$ cat config.mk
export PLATFORM = sky130hd
export DESIGN_NAME = uart_tx_arbiter
export DESIGN_NICKNAME = d
export VERILOG_FILES = /design/src/rtl/uart_pkg.sv /design/src/rtl/rr_arbiter.sv /design/src/rtl/uart_tx_arbiter.sv
export SDC_FILE = /design/constraint.sdc
export NUM_CORES = 1
export LEC_CHECK = 0
export ABC_AREA = 1
export CAP_MARGIN = 10
export CORE_MARGIN = 2
export CORE_UTILIZATION = 25
export DETAILED_ROUTE_END_ITERATION = 7
export PLACE_DENSITY_LB_ADDON = 0.12
export SYNTH_ARGS = -nofsm -noshare
export SYNTH_HDL_FRONTEND = slang
export SYNTH_SLANG_ARGS = --single-unit
$ cat constraint.sdc
create_clock -name clk -period 13.5 [get_ports clk]
set_clock_uncertainty 0.2 [all_clocks]
set_input_delay 4.05 -clock clk [delete_from_list [all_inputs] [get_ports clk]]
set_output_delay 4.05 -clock clk [all_outputs]
set_load 0.01 [all_outputs]
$ cat src/rtl/uart_pkg.sv
// Shared constants for the UART transmit arbiter: FSM encoding,
// grant index width, timeout counter width and default timeout.
package uart_pkg;

   localparam int GRANT_W         = 2;
   localparam int CNT_W           = 16;
   localparam int TIMEOUT_DEFAULT = 65535;

   localparam logic [1:0] ST_IDLE      = 2'd0;
   localparam logic [1:0] ST_START     = 2'd1;
   localparam logic [1:0] ST_WAIT_BUSY = 2'd2;
   localparam logic [1:0] ST_WAIT_DONE = 2'd3;

endpackage

$ cat src/rtl/rr_arbiter.sv
// Combinational round-robin picker. Priority starts one past the
// previous winner and wraps; the closest pending requester wins.
module rr_arbiter
   import uart_pkg::*;
#(
   parameter int NUM_REQ = 3
)(
   input  logic [NUM_REQ-1:0] req,
   input  logic [GRANT_W-1:0] last_grant,
   output logic [NUM_REQ-1:0] grant,
   output logic [GRANT_W-1:0] grant_idx
);

   int best_d;
   int d;

   // Pick the requester with the smallest wrap distance from last_grant+1.
   always_comb begin
      grant     = '0;
      grant_idx = '0;
      best_d    = NUM_REQ;
      d         = 0;
      for (int i = 0; i < NUM_REQ; i++) begin
         d = (i + NUM_REQ - 1 - int'(last_grant)) % NUM_REQ;
         if (req[i] && (d < best_d)) begin
            best_d    = d;
            grant     = '0;
            grant[i]  = 1'b1;
            grant_idx = GRANT_W'(i);
         end
      end
   end

endmodule

$ cat src/rtl/uart_tx_arbiter.sv
// Shares one UART transmitter among NUM_REQ byte sources. A byte is
// taken in IDLE, handed over with a tx_start/tx_clear_req handshake and
// the arbiter then tracks tx_busy until the frame is out. A watchdog
// aborts any transfer that stalls for TIMEOUT_CYC cycles.
module uart_tx_arbiter
   import uart_pkg::*;
#(
   parameter int NUM_REQ     = 3,
   parameter int DATA_W      = 8,
   parameter int TIMEOUT_CYC = TIMEOUT_DEFAULT
)(
   input  logic                      clk,
   input  logic                      rst_n,
   input  logic [NUM_REQ-1:0]        req_valid,
   input  logic [NUM_REQ*DATA_W-1:0] req_data,
   output logic [NUM_REQ-1:0]        req_ready,
   output logic [DATA_W-1:0]         tx_data,
   output logic                      tx_start,
   input  logic                      tx_clear_req,
   input  logic                      tx_busy,
   output logic [GRANT_W-1:0]        grant_id,
   output logic                      active,
   output logic                      timeout_err,
   input  logic                      err_clr
);

   logic [1:0]         state;
   logic [1:0]         state_nxt;
   logic [GRANT_W-1:0] last_grant;
   logic [GRANT_W-1:0] win_idx;
   logic [NUM_REQ-1:0] win;
   logic [DATA_W-1:0]  win_data;
   logic [CNT_W-1:0]   cnt;
   logic               accept;
   logic               expire;

   rr_arbiter #(.NUM_REQ(NUM_REQ)) u_rr (
      .req        (req_valid),
      .last_grant (last_grant),
      .grant      (win),
      .grant_idx  (win_idx)
   );

   // Acceptance only from IDLE; rst_n gates it so req_ready stays low in reset.
   assign accept    = (state == ST_IDLE) && rst_n && (|req_valid);
   assign req_ready = accept ? win : '0;
   assign active    = (state != ST_IDLE);

   // cnt counts completed busy cycles since acceptance; the abort fires on
   // the edge where the cycle count reaches TIMEOUT_CYC.
   assign expire = active &&
                   (({1'b0, cnt} + (CNT_W+1)'(1)) == (CNT_W+1)'(TIMEOUT_CYC));

   // Byte of the winning requester.
   always_comb begin
      win_data = '0;
      for (int i = 0; i < NUM_REQ; i++)
         if (win[i]) win_data = req_data[i*DATA_W +: DATA_W];
   end

   // Next-state logic; the watchdog abort overrides every handshake.
   always_comb begin
      state_nxt = state;
      if (expire) begin
         state_nxt = ST_IDLE;
      end else begin
         case (state)
            ST_IDLE:      if (accept)       state_nxt = ST_START;
            ST_START:     if (tx_clear_req) state_nxt = tx_busy ? ST_WAIT_DONE : ST_WAIT_BUSY;
            ST_WAIT_BUSY: if (tx_busy)      state_nxt = ST_WAIT_DONE;
            ST_WAIT_DONE: if (!tx_busy)     state_nxt = ST_IDLE;
            default:                        state_nxt = ST_IDLE;
         endcase
      end
   end

   // State, registered tx_start, latched grant and saturating watchdog.
   always_ff @(posedge clk or negedge rst_n) begin
      if (!rst_n) begin
         state      <= ST_IDLE;
         tx_start   <= 1'b0;
         tx_data    <= '0;
         grant_id   <= '0;
         last_grant <= GRANT_W'(NUM_REQ-1);
         cnt        <= '0;
      end else begin
         state    <= state_nxt;
         tx_start <= (state_nxt == ST_START);
         if (accept) begin
            tx_data    <= win_data;
            grant_id   <= win_idx;
            last_grant <= win_idx;
            cnt        <= '0;
         end else if (active && (cnt != '1)) begin
            cnt <= cnt + 1'b1;
         end
      end
   end

   // Sticky abort flag; a new abort wins over a same-cycle clear.
   always_ff @(posedge clk or negedge rst_n) begin
      if (!rst_n)       timeout_err <= 1'b0;
      else if (expire)  timeout_err <= 1'b1;
      else if (err_clr) timeout_err <= 1'b0;
   end

endmodule

==> results.yml, run 1 <==
sta:
  fin_crit_ns: 13.36
  hold_viol: 0
  drv_slew: 0
  fin_tns_setup_ns: 0
  grt_setup_unrepaired: "yes"
  fmaxAchievable_mhz: 74.82
  tightest_slew_ns: 0.4921
  setup_viol: 0
  setup_slack_ns: 0.1354
  fin_crit_sh: 0.9900
  slew_headroom: 0.6716
global_routing:
  grt_pass1_vias: 4459
  grt_pass1_wl_mm: 20.72
  grt_overflow_total: 0
  antenna_found_initial: 0
  grt_usage: 0.1410
  grt_max_degree: 33
yosys:
  ys_ff_latch: 31
  async_flop_share: 1.000
  ys.flop_type: "dfrtp_1"
  synth_area_leaders: "dfrtp_1, nand2_1, nand3_1"
  yosysTopAreaCellShare: 0.1852
  syn_inst: 656
  synth_cell_types: 42
  synth_edf_count: 0
  yosysTopAreaCell: "dfrtp_1"
  syn_area_per_cell_um2: 6.178
  syn-cell-area_um2: 4053
  syn-num-nets: 708
  synth_warnings: 0
  ys_seq_area_frac: 0.1917
drt:
  drtAntennaViolNets: 0
  drt_first_pass_iters: 4
  wl_per_cell_um: 12.19
  drcViolationCount: 0
  drt-total-wl_mm: 12.22
  num_vias: 4572
  first_iter_violations: 170
  avgViaCountPerCell: 4.563
worst_setup_path:
  worstSetupPathType: "register to output port"
  cpPeakStageDelay_ns: 0.63
  critPathRequiredTime_ns: 9.25
  critPathMaxFanout: 6
  cp-start-kind: "register"
  crit_path_top_delay_cell: "dfstp_2"
  arrival_ns: 9.11
  cp_common_cell: "nand2_2"
  end_kind: "output port"
layout:
  fillers: 1753
  multi_input_area_um2: 3274
  nets: 837
  post-route-util: 0.3814
  syn2layout_area_growth_pct: 49.49
  final_cell_area_um2: 6058
  antenna_cells: 0
  seqCellArea_um2: 778.2
  drive_gt1_frac: 0.3524
pwr:
  seq_power_share: 0.086
  p_int_mw: 0.9014
  swShare: 0.5164
  netSwitchingPower_mw: 0.9625
  powerDensity_nw_per_um2: 307.7
  p_leak_nw: 3.190
  finalPower_mw: 1.864
  vdd_ir_drop_max_mv: 0.1619
  pwr-share-comb: 0.850
  p_clk_frac: 0.064
clock_tree:
  clk_pin_slew_ns: 0.05
  ctsHtreeMaxLevel: 2
  cts_buffer_depth: 2
  cts_tree: "built"
  numCtsBuffers: 5
  cts_root_buffer: "clkbuf_16"
  postCtsHoldBufs: 0
  clkLatencyLatePin_ns: 0.27
  clock-sinks: 31
die:
  fp.dieArea_um2: 17240
  rows: 46
  io_pins: 48
  core-area_um2: 15890
  die_w_um: 131.3
  die_height_um: 131.3
  start_util: 0.2551
placed_design:
  placed_area_um2: 5234
  post-place-ws_ns: -0.1751
  portBuffers: 47
  dp_hpwl_mm: 9.433
  place.gp.congestion: 0.7949
hold_path:
  min_path_type: "register to register"
run_status:
  outcome: "finished clean"
flow_run:
  max_cap_viol_count: 0
-- registers in the layout, summed over array words and instances (netlist names) --
name         cells
tx_data          8
state            2
grant_id         2
timeout_err      1
last_grant       1
tx_start         1
cnt             16
-- worst max-delay path: cells and delay by family, from the launching register on --
kind	cells	cell delay, ns
buffers and inverters	10	1.09
AND/OR/NAND/NOR	66	5.46
AO/OA/AOI/OAI	6	0.89
flip-flops	1	0.63
adder cells (fa/ha/maj)	3	0.74
-- Yosys cell counts, types with 3 or more instances --
cell type    n
o21ai_0     15
a22o_1       8
nand2_4      6
nand3_1     75
a21oi_2      3
inv_2       14
clkinv_1     9
buf_6        3
dfrtp_1     30
inv_1       89
nand4_1     16
nand3_2     15
buf_2        5
o22ai_1     14
nand2_1    190
nand2_2     31
ha_1        20
xor2_1      11
o21ai_1      6
a21oi_1     14
nor4_1       4
o21ai_2      5
nor2_1      31
nor3_1      10
buf_4        3
nor2_2       9
-- layer usage --
metal	global-route usage	wire length, um	vias to the layer above
li1	-	-	2384
met1	0.1811	5507	2086
met5	0	0	-
met2	0.2506	6080	96
met4	0.02657	78	0
met3	0.02276	551	6
-- path summary, 6_finish.rpt --
kind                               startpoint       endpoint  slack (ns)  cells after the start
max in group asynchronous               rst_n  last_grant[1]        8.79                      2
min in group asynchronous               rst_n         cnt[5]        3.98                      2
worst max register to register  last_grant[1]     tx_data[1]        4.24                     86
worst max-delay path            last_grant[1]   req_ready[1]        0.14                     85
worst min register to register     tx_data[4]     tx_data[4]        0.29                      2
worst min-delay path               tx_data[4]     tx_data[4]        0.29                      2
-- cells by family after synthesis --
family | share of synthesized area
flops | 0.1917
simple gates | 0.4826
buf+inv | 0.1297
fa+ha+maj | 0.06175
compound gates | 0.1105
xor+xnor | 0.02377
-- power by group through the flow --
stage | sequential [mW] | clock [mW] | combinational (mW)
4_1_cts | 0.161 | 0.122 | 1.31
5_1_grt | 0.167 | 0.126 | 1.78
3_5_place_dp | 0.159 | 0 | 1.25
2_1_floorplan | 0.161 | 0 | 0.876
3_3_place_gp | 0.159 | 0 | 1.24
6_report | 0.161 | 0.119 | 1.58
-- cell type report --
type / count / area share
flip-flops and latches: 31 / 0.1285
well taps: 216 / 0.04461
multi-input cells: 497 / 0.5405
inverters: 113 / 0.07105
clock buffers: 7 / 0.02520
repair buffers: 137 / 0.1890
clock inverters: 1 / 0.001239
-- placed cells by master, fill, tap and decap left out, types with 14 or more instances in the layout --
cell type / count
inv_2: 15
clkdlybuf4s50_1: 44
nand3_2: 23
ha_1: 14
nor2_1: 24
o21ai_0: 14
nand2_4: 21
buf_4: 88
inv_1: 86
nand3_1: 56
dfrtp_1: 29
nand2_2: 52
o22ai_1: 14
nand4_1: 16
nand2_1: 154
-- timing repair --
item                       CTS  global route
setup endpoints to repair    3             3
setup buffers                1            17
gates resized for setup     31           107
pin swaps                    6            46
-- stage by stage --
step	hold slack [ns]	std cells
after floorplan	0.2754	656
after global placement	0.2657	976
after detailed placement	0.2697	976
after CTS	0.2861	985
after global routing	0.3002	1002
final	0.2866	1002
Power figures use the tool's default switching activity.
==> run 2, diff against run 1 <==
--- a/config.mk
+++ b/config.mk
@@ -8,8 +8,9 @@
 export ABC_AREA = 1
 export CAP_MARGIN = 10
 export CORE_MARGIN = 2
-export CORE_UTILIZATION = 25
+export CORE_UTILIZATION = 30
 export DETAILED_ROUTE_END_ITERATION = 7
+export DONT_BUFFER_PORTS = 1
 export PLACE_DENSITY_LB_ADDON = 0.12
 export SYNTH_ARGS = -nofsm -noshare
 export SYNTH_HDL_FRONTEND = slang
==> results.yml, run 2 (same netlist as run 1, synthesis figures left out) <==
die:
  io_pins: 48
  die_w_um: 120.2
  rows: 42
  start_util: 0.3060
  core-area_um2: 13240
  fp.dieArea_um2: 14450
  die_height_um: 120.2
global_routing:
  grtUsageMet2: 0.2770
  grtUsageMet1: 0.1946
  grt_pass1_vias: 4134
  grt_pass1_wl_mm: 18.56
  grt_max_degree: 33
  antenna_found_initial: 0
  grt_busiest_layer: "met2"
  grt_overflow_total: 0
  grt_usage: 0.1536
  grt_use_met3: 0.02217
layout:
  largest_reg_flops: 16
  top_register: "cnt"
  final_cell_mix: "nand2_1, inv_1, buf_4"
  final_common_cell: "nand2_1"
  nets: 761
  reg.largest.list: "cnt: 16 flops, tx_data: 8 flops"
  fillers: 1422
  drive_gt1_frac: 0.3493
  antenna_cells: 0
  syn2layout_area_growth_pct: 31.86
clock_tree:
  ctsHtreeMaxLevel: 2
  cts_buffer_depth: 2
  clock-sinks: 31
  cts_tree: "built"
  clkLatencyLatePin_ns: 0.27
  cts_root_buffer: "clkbuf_16"
  clk_pin_slew_ns: 0.05
  numCtsBuffers: 5
sta:
  hold_viol: 0
  fmaxAchievable_mhz: 73.45
  fin_crit_ns: 13.61
  drv_slew: 0
  whs_ns: 0.3212
  grt_setup_unrepaired: "yes"
  setup_viol: 3
  tightest_slew_ns: 0.5263
  fin_crit_sh: 1.008
  slew_headroom: 0.6454
  setup_slack_ns: -0.1145
hold_path:
  min_path_type: "register to register"
  hold-path-endpoint: "cnt[13]"
  hold_start: "cnt[13]"
  holdPathStages: 2
worst_setup_path:
  critical_path_depth: 78
  timing.rr.end: "tx_data[6]"
  arrival_ns: 9.36
  cpPeakStageDelay_ns: 0.62
  path_delay_family: "simple AND/OR/NAND/NOR gates"
  ff2ff_path_depth: 81
  critPathRequiredTime_ns: 9.25
  cp-start-kind: "register"
  rrSetupSlack_ns: 3.93
  worstSetupPathType: "register to output port"
  crit_path_top_delay_cell: "dfstp_2"
  cp_common_cell: "nand2_2"
  end_kind: "output port"
  r2r_start: "last_grant[1]"
  critPathMaxFanout: 8
  cp_num_buf_inv: 7
placed_design:
  post-place-ws_ns: -0.04848
  dp_hpwl_mm: 8.621
  place.gp.congestion: 0.8211
  portBuffers: 0
run_status:
  violations: "negative setup slack"
  outcome: "complete, but fails checks"
drt:
  num_vias: 4349
  drtAntennaViolNets: 0
  drt-total-wl_mm: 11.95
  avgViaCountPerCell: 4.909
  first_iter_violations: 191
  drt_first_pass_iters: 4
  drcViolationCount: 0
  wl_per_cell_um: 13.48
flow_run:
  max_cap_viol_count: 0
run 2: routing by layer:
layer | up-vias | wire length, um
met5 | - | 0
met1 | 2009 | 5352
met3 | 16 | 461
met4 | 0 | 148
met2 | 95 | 5983
li1 | 2229 | -
run 2: final cells by class:
| cell class | instances | area [um2] | share of cell area |
|---|---|---|---|
| clock buffer | 7 | 132.6 | 0.02482 |
| clock inverter | 1 | 5.005 | 0.0009365 |
| inverter | 113 | 432.9 | 0.08101 |
| multi-input combinational | 497 | 3311 | 0.6195 |
| sequential | 31 | 777.0 | 0.1454 |
| tap | 176 | 220.2 | 0.04121 |
| timing repair buffer | 61 | 465.4 | 0.08710 |
run 2: repair_timing:
item                                    in CTS  in global routing
hold buffers                                 0                  0
buffers inserted                             2                 34
resized for setup                           11                125
endpoints found under the setup margin       3                  3
pin swaps                                    2                 64
run 2: worst max-delay path by stage:
stage                  start           end
2_1_floorplan    grant_id[0]  req_ready[1]
4_1_cts        last_grant[1]  req_ready[1]
5_1_grt        last_grant[1]  req_ready[2]
3_3_place_gp   last_grant[1]  req_ready[2]
3_5_place_dp   last_grant[1]  req_ready[2]
6_report       last_grant[1]  req_ready[2]
run 2: worst register-to-register path, delay by kind of cell, from the launching register on:
family                     cells  cell delay, ns
AOI/OAI and AO/OA              6            1.03
and+or+nand+nor               64            6.10
adders and majority gates      3            0.66
DFF                            1            0.62
buffers and inverters          8            0.89
run 2: metrics by stage:
stage / instances / utilization / TNS, ns / cell area [um2]
global placement: 842 / 0.3293 / 0 / 4360
detailed placement: 842 / 0.3293 / -0.07037 / 4360
finish: 886 / 0.4035 / -0.2710 / 5344
floorplan: 656 / - / 0 / 4053
global route: 886 / 0.4035 / -2.286 / 5344
CTS: 852 / 0.3462 / 0 / 4584
Power of run 2 is left out: the tool's default activity adds up to more than one toggle a clock period on the data nets, which glitch-free logic cannot reach.
==> run 3, diff against run 2 <==
--- a/config.mk
+++ b/config.mk
@@ -9,6 +9,7 @@
 export CAP_MARGIN = 10
 export CORE_MARGIN = 2
 export CORE_UTILIZATION = 30
+export CTS_CLUSTER_SIZE = 8
 export DETAILED_ROUTE_END_ITERATION = 7
 export DONT_BUFFER_PORTS = 1
 export PLACE_DENSITY_LB_ADDON = 0.12
==> constraint.sdc (replaced) <==
create_clock -name clk -period 13.5 [get_ports clk]
set_clock_uncertainty 0.2 [all_clocks]
set_input_delay 1.35 -clock clk [delete_from_list [all_inputs] [get_ports clk]]
set_output_delay 1.35 -clock clk [all_outputs]
set_load 0.01 [all_outputs]
==> results.yml, run 3 (same netlist as run 1, synthesis figures left out) <==
global_routing:
  grtUsageMet2: 0.2692
  grt_use_met3: 0.02170
  grtUsageMet1: 0.1975
  grt_max_degree: 33
  antenna_found_initial: 0
  grt_busiest_layer: "met2"
  grt_pass1_wl_mm: 18.20
  grt_usage: 0.1527
  grt_overflow_total: 0
  grt_pass1_vias: 3909
layout:
  nets: 701
  final_cell_mix: "nand2_1, inv_1, nand3_1"
  final_common_cell: "nand2_1"
  largest_reg_flops: 16
  syn2layout_area_growth_pct: 7.472
  fillers: 1523
  drive_gt1_frac: 0.1569
  final_cell_area_um2: 4355
  top_register: "cnt"
  antenna_cells: 0
  reg.largest.list: "cnt: 16 flops, tx_data: 8 flops"
  fin_cells: 826
  post-route-util: 0.3289
drt:
  drt_first_pass_iters: 4
  drcViolationCount: 0
  drtAntennaViolNets: 0
  wl_per_cell_um: 12.75
  first_iter_violations: 158
  num_vias: 4036
  drt-total-wl_mm: 10.53
  avgViaCountPerCell: 4.886
hold_path:
  min_path_type: "register to register"
sta:
  drv_slew: 0
  fin_crit_sh: 0.8903
  fmaxAchievable_mhz: 83.20
  grt_setup_unrepaired: "no"
  slew_headroom: 0.4645
  tightest_slew_ns: 0.8002
  hold_viol: 0
  fin_crit_ns: 12.02
  fin_tns_setup_ns: 0
  setup_viol: 0
pwr:
  vdd_ir_drop_max_mv: 0.1204
  finalPower_mw: 1.317
  powerDensity_nw_per_um2: 302.3
  netSwitchingPower_mw: 0.7492
  pwr-share-comb: 0.787
  p_leak_nw: 2.375
  p_clk_frac: 0.084
  p_int_mw: 0.5675
  swShare: 0.5690
  seq_power_share: 0.128
placed_design:
  placed_area_um2: 4180
  place.gp.congestion: 0.8641
  dp_hpwl_mm: 8.292
  dp.cells: 818
  portBuffers: 0
worst_setup_path:
  timing.rr.end: "last_grant[1]"
  critPathRequiredTime_ns: 11.95
  rrSetupSlack_ns: 2.90
  cp-startpoint: "grant_id[0]"
  cp_common_cell: "nand2_1"
  critPathMaxFanout: 14
  arrival_ns: 10.47
  worstSetupPathType: "register to output port"
  cpPeakStageDelay_ns: 0.48
  end_kind: "output port"
  ff2ff_path_depth: 82
  crit_path_top_delay_cell: "dfrtp_2"
  r2r_start: "grant_id[0]"
  cp-start-kind: "register"
  crit_path_end: "req_ready[2]"
die:
  core-area_um2: 13240
  fp.dieArea_um2: 14450
  start_util: 0.3060
  rows: 42
  io_pins: 48
  die_w_um: 120.2
  die_height_um: 120.2
clock_tree:
  cts_resized: 0
  cts_tree: "built"
  cts_setup_buffers: 0
  cts_buffer_depth: 2
  clk_pin_slew_ns: 0.05
  numCtsBuffers: 5
  postCtsHoldBufs: 0
  clkLatencyLatePin_ns: 0.27
  cts_root_buffer: "clkbuf_16"
  clock-sinks: 31
  ctsHtreeMaxLevel: 2
run_status:
  outcome: "finished clean"
flow_run:
  max_cap_viol_count: 0
[run 3: worst min-delay path by stage]
stage,from,endpoint,depth (start not counted)
after global routing,cnt[13],cnt[13],2
final,cnt[13],cnt[13],2
after CTS,cnt[13],cnt[13],2
after global placement,cnt[13],cnt[13],2
after floorplan,cnt[13],cnt[13],2
after detailed placement,cnt[13],cnt[13],2
[run 3: critical path, delay by kind of cell, from the launching register on]
family	cells	cell delay (ns)
simple gates	66	7.08
fa+ha+maj	3	0.96
compound gates	6	0.93
buf+inv	5	0.70
flops	1	0.48
[run 3: cell type report]
cell class	instances	area, um2	area share
clock buffer	7	142.6	0.03275
multi-input combinational	497	2774	0.6369
tap	176	220.2	0.05056
timing repair buffer	1	7.507	0.001724
inverter	113	427.9	0.09825
clock inverter	1	5.005	0.001149
sequential	31	778.2	0.1787
[run 3: layer usage]
layer,vias up,wire [um]
met2,83,5075
met5,-,0
met3,7,405
met1,1833,4963
li1,2113,-
met4,0,87
[run 3: power groups by stage]
stage | Sequential (mW) | Combinational (mW) | Clock [mW]
2_1_floorplan | 0.161 | 0.876 | 0
3_3_place_gp | 0.170 | 1.03 | 0
3_5_place_dp | 0.170 | 1.04 | 0
4_1_cts | 0.169 | 1.04 | 0.115
5_1_grt | 0.175 | 1.21 | 0.118
6_report | 0.169 | 1.04 | 0.111
[run 3: through the flow]
step                      hold WS [ns]  setup slack, ns
after CTS                       0.3212           0.8981
after global routing            0.3634          0.03815
after detailed placement        0.3088            1.247
after global placement          0.3016            1.280
final                           0.3185            1.481
after floorplan                 0.2754            3.449
